[config.mk]
export PLATFORM = sky130hd
export DESIGN_NAME = seg_scan_decoder
export DESIGN_NICKNAME = d
export VERILOG_FILES = /design/src/rtl/seg_scan_decoder.sv
export SDC_FILE = /design/constraint.sdc
export NUM_CORES = 1
export LEC_CHECK = 0
export BUFFER_PORTS_ARGS = -buffer_cell sky130_fd_sc_hd__buf_2
export CORE_MARGIN = 10
export CORE_UTILIZATION = 64
export DETAILED_ROUTE_END_ITERATION = 8
export GPL_TIMING_DRIVEN = 1
export PLACE_DENSITY = 0.87
export REMOVE_ABC_BUFFERS = 1
export SKIP_LAST_GASP = 1
export SYNTH_ARGS = -nofsm -noshare
export SYNTH_HDL_FRONTEND = slang
export SYNTH_SLANG_ARGS = --single-unit
[constraint.sdc]
create_clock -name clk_i -period 10.9 [get_ports clk_i]
set_input_delay 1.635 -clock clk_i [delete_from_list [all_inputs] [get_ports clk_i]]
set_output_delay 1.635 -clock clk_i [all_outputs]
set_load 0.01 [all_outputs]
[src/rtl/seg_scan_decoder.sv]
// rtl/seg_scan_decoder.sv - decodes multiplexed active-low 7-segment scan lines back into BCD frames
module seg_scan_decoder #(
    parameter int SETTLE_CYCLES  = 16,
    parameter int TIMEOUT_CYCLES = 1048576
) (
    input  logic        clk_i,
    input  logic        reset_i,
    input  logic [7:0]  an_i,
    input  logic [6:0]  seg_i,
    output logic [31:0] digits_o,
    output logic [7:0]  blank_mask_o,
    output logic [7:0]  err_mask_o,
    output logic [5:0]  minutes_o,
    output logic [5:0]  seconds_o,
    output logic        time_valid_o,
    output logic        frame_valid_o,
    output logic        frame_tick_o,
    output logic        multi_sel_err_o
);
    localparam int SW = (SETTLE_CYCLES > 2) ? $clog2(SETTLE_CYCLES) : 1;
    localparam int TW = (TIMEOUT_CYCLES > 2) ? $clog2(TIMEOUT_CYCLES) : 1;
    localparam logic [SW-1:0] SETTLE_MAX = SW'(SETTLE_CYCLES - 1);
    localparam logic [TW-1:0] TO_MAX     = TW'(TIMEOUT_CYCLES - 1);

    logic [7:0]    an_q, an_p_q;
    logic [6:0]    seg_q, seg_p_q;
    logic [SW-1:0] settle_q, settle_d;
    logic          sampled_q, sampled_d;
    logic [TW-1:0] to_q, to_d;
    logic [7:0]    seen_q, seen_d;
    logic [31:0]   work_q, work_d;
    logic [31:0]   digits_q, digits_d;
    logic [7:0]    blank_q, blank_d, err_q, err_d;
    logic [5:0]    min_q, min_d, sec_q, sec_d;
    logic          tv_q, tv_d, fv_q, fv_d, tick_q, tick_d, mse_q, mse_d;

    logic       changed, sample, one_hot, multi, capture;
    logic [7:0] low;
    logic [2:0] idx;
    logic [3:0] nib;

    function automatic logic [3:0] seg_decode(input logic [6:0] s);
        case (s)
            7'b1000000: seg_decode = 4'd0;
            7'b1111001: seg_decode = 4'd1;
            7'b0100100: seg_decode = 4'd2;
            7'b0110000: seg_decode = 4'd3;
            7'b0011001: seg_decode = 4'd4;
            7'b0010010: seg_decode = 4'd5;
            7'b0000010: seg_decode = 4'd6;
            7'b1111000: seg_decode = 4'd7;
            7'b0000000: seg_decode = 4'd8;
            7'b0010000: seg_decode = 4'd9;
            7'b1111111: seg_decode = 4'hF;
            default:    seg_decode = 4'hE;
        endcase
    endfunction

    function automatic logic [5:0] times10_plus(input logic [3:0] hi, input logic [3:0] lo);
        times10_plus = ({2'b00, hi} << 3) + ({2'b00, hi} << 1) + {2'b00, lo};
    endfunction

    always_comb begin
        changed = (an_q != an_p_q) || (seg_q != seg_p_q);
        // The previous-cycle copy is the value whose stability the settle counter measured
        sample  = (settle_q == SETTLE_MAX) && !sampled_q;
        low     = ~an_p_q;
        one_hot = (low != 8'd0) && ((low & (low - 8'd1)) == 8'd0);
        multi   = (low != 8'd0) && !one_hot;
        capture = sample && one_hot;
        nib     = seg_decode(seg_p_q);
        idx     = 3'd0;
        for (int i = 0; i < 8; i++) begin
            if (low[i]) idx = 3'(i);
        end

        settle_d  = changed ? '0 : ((settle_q == SETTLE_MAX) ? settle_q : settle_q + 1'b1);
        sampled_d = changed ? 1'b0 : (sample ? 1'b1 : sampled_q);
        to_d      = to_q;
        seen_d    = seen_q;
        work_d    = work_q;
        digits_d  = digits_q;
        blank_d   = blank_q;
        err_d     = err_q;
        min_d     = min_q;
        sec_d     = sec_q;
        tv_d      = tv_q;
        fv_d      = fv_q;
        tick_d    = 1'b0;
        mse_d     = sample && multi;

        if (capture) begin
            to_d = '0;
            if (seen_q[idx]) begin
                for (int j = 0; j < 8; j++) begin
                    digits_d[4*j +: 4] = seen_q[j] ? work_q[4*j +: 4] : 4'hF;
                    blank_d[j]         = (digits_d[4*j +: 4] == 4'hF);
                    err_d[j]           = (digits_d[4*j +: 4] == 4'hE);
                end
                min_d  = times10_plus(digits_d[15:12], digits_d[11:8]);
                sec_d  = times10_plus(digits_d[7:4], digits_d[3:0]);
                tv_d   = (digits_d[15:12] <= 4'd5) && (digits_d[11:8] <= 4'd9) &&
                         (digits_d[7:4] <= 4'd5) && (digits_d[3:0] <= 4'd9);
                tick_d = 1'b1;
                fv_d   = 1'b1;
                seen_d = 8'(8'd1 << idx);
            end else begin
                seen_d = seen_q | 8'(8'd1 << idx);
            end
            work_d[{idx, 2'b00} +: 4] = nib;
        end else if (to_q == TO_MAX) begin
            fv_d   = 1'b0;
            seen_d = 8'd0;
        end else begin
            to_d = to_q + 1'b1;
        end
    end

    always_ff @(posedge clk_i or posedge reset_i) begin
        if (reset_i) begin
            an_q      <= 8'hFF;
            an_p_q    <= 8'hFF;
            seg_q     <= 7'h7F;
            seg_p_q   <= 7'h7F;
            settle_q  <= '0;
            sampled_q <= 1'b0;
            to_q      <= '0;
            seen_q    <= 8'd0;
            work_q    <= 32'hFFFF_FFFF;
            digits_q  <= 32'hFFFF_FFFF;
            blank_q   <= 8'hFF;
            err_q     <= 8'd0;
            min_q     <= 6'd0;
            sec_q     <= 6'd0;
            tv_q      <= 1'b0;
            fv_q      <= 1'b0;
            tick_q    <= 1'b0;
            mse_q     <= 1'b0;
        end else begin
            an_q      <= an_i;
            an_p_q    <= an_q;
            seg_q     <= seg_i;
            seg_p_q   <= seg_q;
            settle_q  <= settle_d;
            sampled_q <= sampled_d;
            to_q      <= to_d;
            seen_q    <= seen_d;
            work_q    <= work_d;
            digits_q  <= digits_d;
            blank_q   <= blank_d;
            err_q     <= err_d;
            min_q     <= min_d;
            sec_q     <= sec_d;
            tv_q      <= tv_d;
            fv_q      <= fv_d;
            tick_q    <= tick_d;
            mse_q     <= mse_d;
        end
    end

    assign digits_o        = digits_q;
    assign blank_mask_o    = blank_q;
    assign err_mask_o      = err_q;
    assign minutes_o       = min_q;
    assign seconds_o       = sec_q;
    assign time_valid_o    = tv_q;
    assign frame_valid_o   = fv_q;
    assign frame_tick_o    = tick_q;
    assign multi_sel_err_o = mse_q;
endmodule

Yosys cells after proc, flatten, opt, wreduce, memory -nomap -nowiden
Cells that the tools add are included.
{"block": "word_totals", "ff_bits": 159, "latchBits": 0, "mem_bits_rw": 0, "rom_bits": 0, "inputBits": 17, "output_inout_bits": 64, "word_cells": 121, "memories": 0}
{"block": "op_classes", "add_sub_neg": 8, "multipliers": 0, "div": 0, "order_cmp": 5, "eq_ne": 33, "n_shift": 3, "n_mux": 33, "n_bitwise": 3, "reduce_logical": 18}
{"operator": "4-bit == test (second input constant)", "count": 17}
{"operator": "4-bit case mux with 11 select lines", "count": 1}
{"operator": "20-bit 2-to-1 mux", "count": 2}
{"operator": "4-bit 2-to-1 mux", "count": 10}
{"operator": "32-bit bitwise mux", "count": 1}
{"operator": "4-bit by 7-bit variable shift with 32-bit output (first input constant)", "count": 1}
{"operator": "4-bit by 7-bit variable part select with 32-bit output", "count": 1}
{"operator": "7-bit == test (second input constant)", "count": 4}
{"operator": "8-bit 2-to-1 mux", "count": 3}
{"operator": "7-bit by 5-bit == test with 1-bit output (second input constant)", "count": 3}
{"operator": "20-bit by 1-bit adder with 20-bit output (second input constant)", "count": 1}
{"operator": "20-bit == test (second input constant)", "count": 1}
{"operator": "3-bit 2-to-1 mux", "count": 6}
{"operator": "7-bit by 6-bit == test with 1-bit output (second input constant)", "count": 2}
{"operator": "6-bit by 4-bit adder with 6-bit output", "count": 2}
{"operator": "6-bit by 5-bit adder with 6-bit output", "count": 2}
{"operator": "1-bit 2-to-1 mux", "count": 9}
{"operator": "8-bit bitwise AND", "count": 1}
{"operator": "4-bit by 3-bit <= comparator with 1-bit output (second input constant)", "count": 2}
{"operator": "4-bit <= comparator (second input constant)", "count": 2}
{"operator": "1-bit logical AND", "count": 8}
{"operator": "8-bit zero test", "count": 1}
{"operator": "8-bit != test", "count": 1}
{"operator": "8-bit NOT", "count": 1}
{"operator": "17 further kinds", "count": 21}

Longest topological paths before layout
{"block": "logic_depth", "word_depth": 12, "mapped_depth": 11, "mapped_depth_nobuf": 9}

Worst setup path after synthesis
No wires, ideal clock.
{"block": "synth_path", "kind": "flip-flop to flip-flop", "from": "reg an_p_q[6]", "to": "reg work_q[17]", "arrival_ns": 2.721, "t_required_ns": 10.818, "slack_ns": 8.096, "stages_incl_launch_ff": 12, "synth_period_minus_slack_ns": 2.804, "path_cell_list": "dfstp_2 buf_6 inv_1 o21ai_1 nor2_4 ha_1 ha_1 clkbuf_1 nor4_1 and4b_1 buf_2 mux2_2"}
{"block": "synth_via", "elab_chain_len": 6, "elab_cells_between_ends": 13, "cone_classes": "add/sub (2); shift (2); mux (3); bitwise (2); reduce/logical (4)"}
{"element": "start, declared", "line": "25", "source": "logic [7:0] an_q, an_p_q;"}
{"element": "start signal, assigned", "line": "141", "source": "an_p_q <= an_q;"}
{"element": "8-bit NOT *", "line": "67", "source": "low = ~an_p_q;"}
{"element": "3-bit 2-to-1 mux / 8-bit by 1-bit subtractor with 8-bit output (equally long branches)", "line": "74, 68"}
{"element": "3-bit 2-to-1 mux / 8-bit bitwise AND (equally long branches)", "line": "74, 68"}
{"element": "5-bit negation with 7-bit output / 8-bit zero test (equally long branches)", "line": "110, 68"}
{"element": "4-bit by 7-bit variable part select with 32-bit output, or another cell as far along", "line": "110", "source": "work_d[{idx, 2'b00} +: 4] = nib;"}
{"element": "32-bit bitwise mux / 1-bit logical AND (equally long branches)", "line": "110, 70"}
{"element": "end signal, assigned", "line": "148", "source": "work_q <= work_d;"}
{"element": "end, declared", "line": "31", "source": "logic [31:0] work_q, work_d;"}
Every way passes the cells marked *; elsewhere a longest branch is shown, timed or not.
A chain may end at the register's enable or synchronous reset.

Final worst setup path
{"block": "layout_path", "from": "reg settle_q[0]", "to": "reg digits_q[27], in the netlist digits_o[27]"}
{"block": "layout_via", "elab_chain_len": 4}
{"element": "start, declared", "line": "27", "source": "logic [SW-1:0] settle_q, settle_d;"}
{"element": "start signal, assigned", "line": "144", "source": "settle_q <= settle_d;"}
{"element": "4-bit == test", "line": "66", "source": "sample = (settle_q == SETTLE_MAX) && !sampled_q;"}
{"element": "1-bit logical AND", "line": "66"}
{"element": "1-bit logical AND", "line": "70", "source": "capture = sample && one_hot;"}
{"element": "2-bit AND reduction (no source line)"}
{"element": "end signal, assigned", "line": "149", "source": "digits_q <= digits_d;"}
{"element": "end, declared", "line": "32", "source": "logic [31:0] digits_q, digits_d;"}
No other way between the ends.

==> impl_metrics.json <==
{
  "pin_count_of_the_biggest_net_entering_global_routing": 83,
  "fin_hold_ws_ns": 0.3703,
  "totalWireLength_um": 16140,
  "final_min_period_over_clock_period_pct": 30.53,
  "clock_insertion_delay_worst_skew_ns": 0.43,
  "storage_cell_area_um2": 4106,
  "switching_share_pct": 21.53,
  "synth-edff-count": 0,
  "groute.layer.met2.usage_pct": 33.19,
  "grt_pass1_vias": 5483,
  "clock_tree.root_cell": "clkbuf_16",
  "report.final.hold_viol_count": 0,
  "cap_violations": 0,
  "critical_path_s_slowest_cell": "o2111a_4",
  "grt.busiest_layer": "met2",
  "clock.fmax_ghz": 0.3006,
  "setup_ws_ns": 7.573,
  "postLayoutCellArea_um2": 8909,
  "number_of_antenna_violations_at_the_first_check_in_global_routing": 0,
  "multi_input_area_um2": 3463,
  "postcts_setup_bufs": 0,
  "instances_no_fill": 876,
  "critical_path_arrival_ns": 3.68,
  "numPortBuffers": 80,
  "cp.buffers_inverters": 0,
  "yosys_register_bits": 159,
  "grt.met3_usage_pct": 4.802,
  "synth_area_um2": 7900,
  "grt_remaining_overflow": 0,
  "drc": 0,
  "slew_viol_final": 0,
  "cp-end-kind": "flop",
  "synth_top_flop_cell": "dfstp_2",
  "crit_type": "flop to flop",
  "unrepaired_setup_endpoints_after_global_routing": "false",
  "detailroute.via_count": 5077,
  "internal-power_mw": 0.9566,
  "die_width_um": 131.1,
  "initialDrtViolationCount": 278,
  "initial_core_util_pct": 65.50,
  "cp_max_fo": 62,
  "place.detailed.instances": 844,
  "rows": 40,
  "cpLargestDelayFamily": "compound AO/OA/AOI/OAI gates",
  "syn_area_per_cell_um2": 12.82,
  "power_density_nw_per_um2": 136.9,
  "cts.path.max_buffers": 2,
  "io_pins": 81,
  "tritoncts": "yes",
  "detail-route-antenna-nets": 0,
  "grt_pass1_wl_um": 27670,
  "viasPerCell": 5.796,
  "setup-violations-final": 0,
  "syn_to_final_growth_pct": 12.77,
  "postSynthCellCount": 616,
  "place_congestion": 0.8640,
  "synth_async_sr_flop_share_pct": 100.0,
  "worst-slew-pin-transition_ns": 1.108,
  "antenna-diode-count": 0,
  "postLayoutCoreUtil_pct": 73.86,
  "die_height_um": 131.1,
  "critical_path.cell_chain": "ha_1 > nand3_1 > a211oi_4 > and2_4 > o2111a_4 > mux2_2",
  "cts-buffers-inserted": 17,
  "dp_hpwl_um": 11080,
  "routedWlPerCell_um": 18.42,
  "drive_gt1_share_pct": 44.21,
  "dieArea_um2": 17190,
  "fillers": 778,
  "p_seq_share_pct": 50.1,
  "coreArea_um2": 12060,
  "firstDrtPassIters": 5,
  "cts.sinks": 159,
  "comb_power_share_pct": 3.2,
  "htreeDepth": 4,
  "preCtsSetupSlack_ns": 7.635,
  "cp_slowest_stage_delay_ns": 0.96,
  "slew-limit-headroom_pct": 26.11,
  "clockPowerShare_pct": 46.7,
  "total_leakage_power_nw": 3.921,
  "power.total_mw": 1.219,
  "run_status": "complete, no violations",
  "netsw_mw": 0.2625,
  "synth_warnings": 0,
  "grt_usage_pct": 19.37,
  "critPathRequiredTime_ns": 11.25,
  "fin_crit_ns": 3.327,
  "ys_seq_area_share_pct": 51.98,
  "clk_transition_reported_paths_ns": 0.06,
  "gr-usage-met1_pct": 22.43,
  "cts.repair.resized": 0,
  "setup_total_negative_slack_ns": 0,
  "fin_worst_skew_ns": 0.007429,
  "startpoint_type": "flop",
  "hold_class": "flop to flop",
  "post_synth_num_cell_types": 68,
  "hold_fix_buffers_at_cts": 0,
  "layout.nets": 737,
  "irDropWorstVdd_mv": 0.1113,
  "placed_area_um2": 8324
}
[power groups by stage]
stage,Combinational (mW),Clock (mW),Sequential [mW]
finish,0.0385,0.570,0.611
global route,0.0435,0.604,0.612
CTS,0.0393,0.577,0.611
detailed placement,0.0391,0,0.620
global placement,0.0374,0,0.619
floorplan,0.0275,0,0.617
[synth_stat cells (all sizes together) (2+ instances only)]
master  count  area [um2]
nor4b       3       56.31
fa          4       80.08
nand3      19       95.09
mux2       79        1089
o21ai      18       90.08
dfrtp      57        1426
a2111o      2       22.52
ha         21       262.8
and3        8       55.05
nor2b       6       37.54
xnor2      13       113.9
a31oi       4       40.04
dfstp     102        2680
a21o        3       22.52
nand4      14       93.84
a21oi      11       58.81
and2        4       31.29
buf        12       177.7
nand2      25       93.84
a32o        8       80.08
and4b       3       30.03
and4        2       17.52
or3         8       50.05
o21bai      2       15.01
nand2b     24       150.1
o211ai      4       35.03
nor3       12       60.06
o221ai      2       23.77
nor2       37       148.9
nor4        6       37.54
mux2i      14       140.1
clkbuf     10       37.54
xor2       24       210.2
inv        33       123.9
a211oi      2       27.53
nor3b       6       45.04
[layout make-up]
type / instances / area share (%)
flip-flops and latches: 159 / 46.10
inverters: 33 / 1.447
repair buffers: 82 / 4.663
well taps: 168 / 2.360
multi-input cells: 402 / 38.88
clock buffers: 25 / 6.039
clock inverters: 7 / 0.5197
[worst register-to-register path, cell delays in order (launching register included)]
cell and delay [ns]:
dfrtp_1 0.42, ha_1 0.26, nand3_1 0.24, a211oi_4 0.42, and2_4 0.40, o2111a_4 0.96, mux2_2 0.54
[flip-flops by register name (all words and copies together), names as in the netlist, 8 cells and up]
signal        count
digits_o         32
err_mask_o        8
an_p_q            8
an_q              8
seen_q            8
to_q             20
blank_mask_o      8
work_q           32
[cells by family (layout without fill, tap and decap cells)]
family | after synthesis | after routing | synth area share, %
buffers and inverters | 55 | 147 | 4.292
adders and majority gates | 26 | 26 | 4.482
AOI/OAI and AO/OA | 67 | 67 | 6.715
xor gates and xnor gates | 37 | 37 | 4.102
DFF | 159 | 159 | 51.98
muxes | 93 | 93 | 15.55
and+or+nand+nor | 179 | 179 | 12.88
[path summary, 6_finish.rpt]
path | startpoint | end | slack [ns] | cells past startpoint
hold reg to reg | seg_q[1] | seg_p_q[1] | 0.37 | 0
setup reg to reg | settle_q[0] | digits_o[27] | 7.57 | 6
hold / removal | seg_q[1] | seg_p_q[1] | 0.37 | 0
max in group asynchronous | reset_i | seconds_o[5] | 8.18 | 3
setup / recovery | settle_q[0] | digits_o[27] | 7.57 | 6
min in group asynchronous | reset_i | settle_q[2] | 1.35 | 2
[metal layers]
metal | up-vias | wire (um)
li1 | 2334 | -
met4 | 0 | 450
met3 | 36 | 668
met5 | - | 0
met2 | 130 | 8252
met1 | 2577 | 6767
[cell usage in the layout, fill, tap and decap left out, types with 10 or more instances in the layout]
cell / Yosys / layout
dfstp_2: 102 / 102
buf_2: 1 / 80
dfrtp_1: 57 / 57
mux2_4: 53 / 53
nor2_1: 35 / 35
inv_1: 32 / 31
mux2_2: 26 / 26
nand2_1: 25 / 25
nand2b_1: 24 / 24
xor2_1: 24 / 24
ha_1: 21 / 21
nand3_1: 19 / 19
clkbuf_16: 0 / 19
o21ai_0: 17 / 17
mux2i_1: 14 / 14
nand4_1: 13 / 13
xnor2_1: 13 / 13
nor3_1: 12 / 12
a21oi_1: 10 / 10
Power figures use the tool's default switching activity.
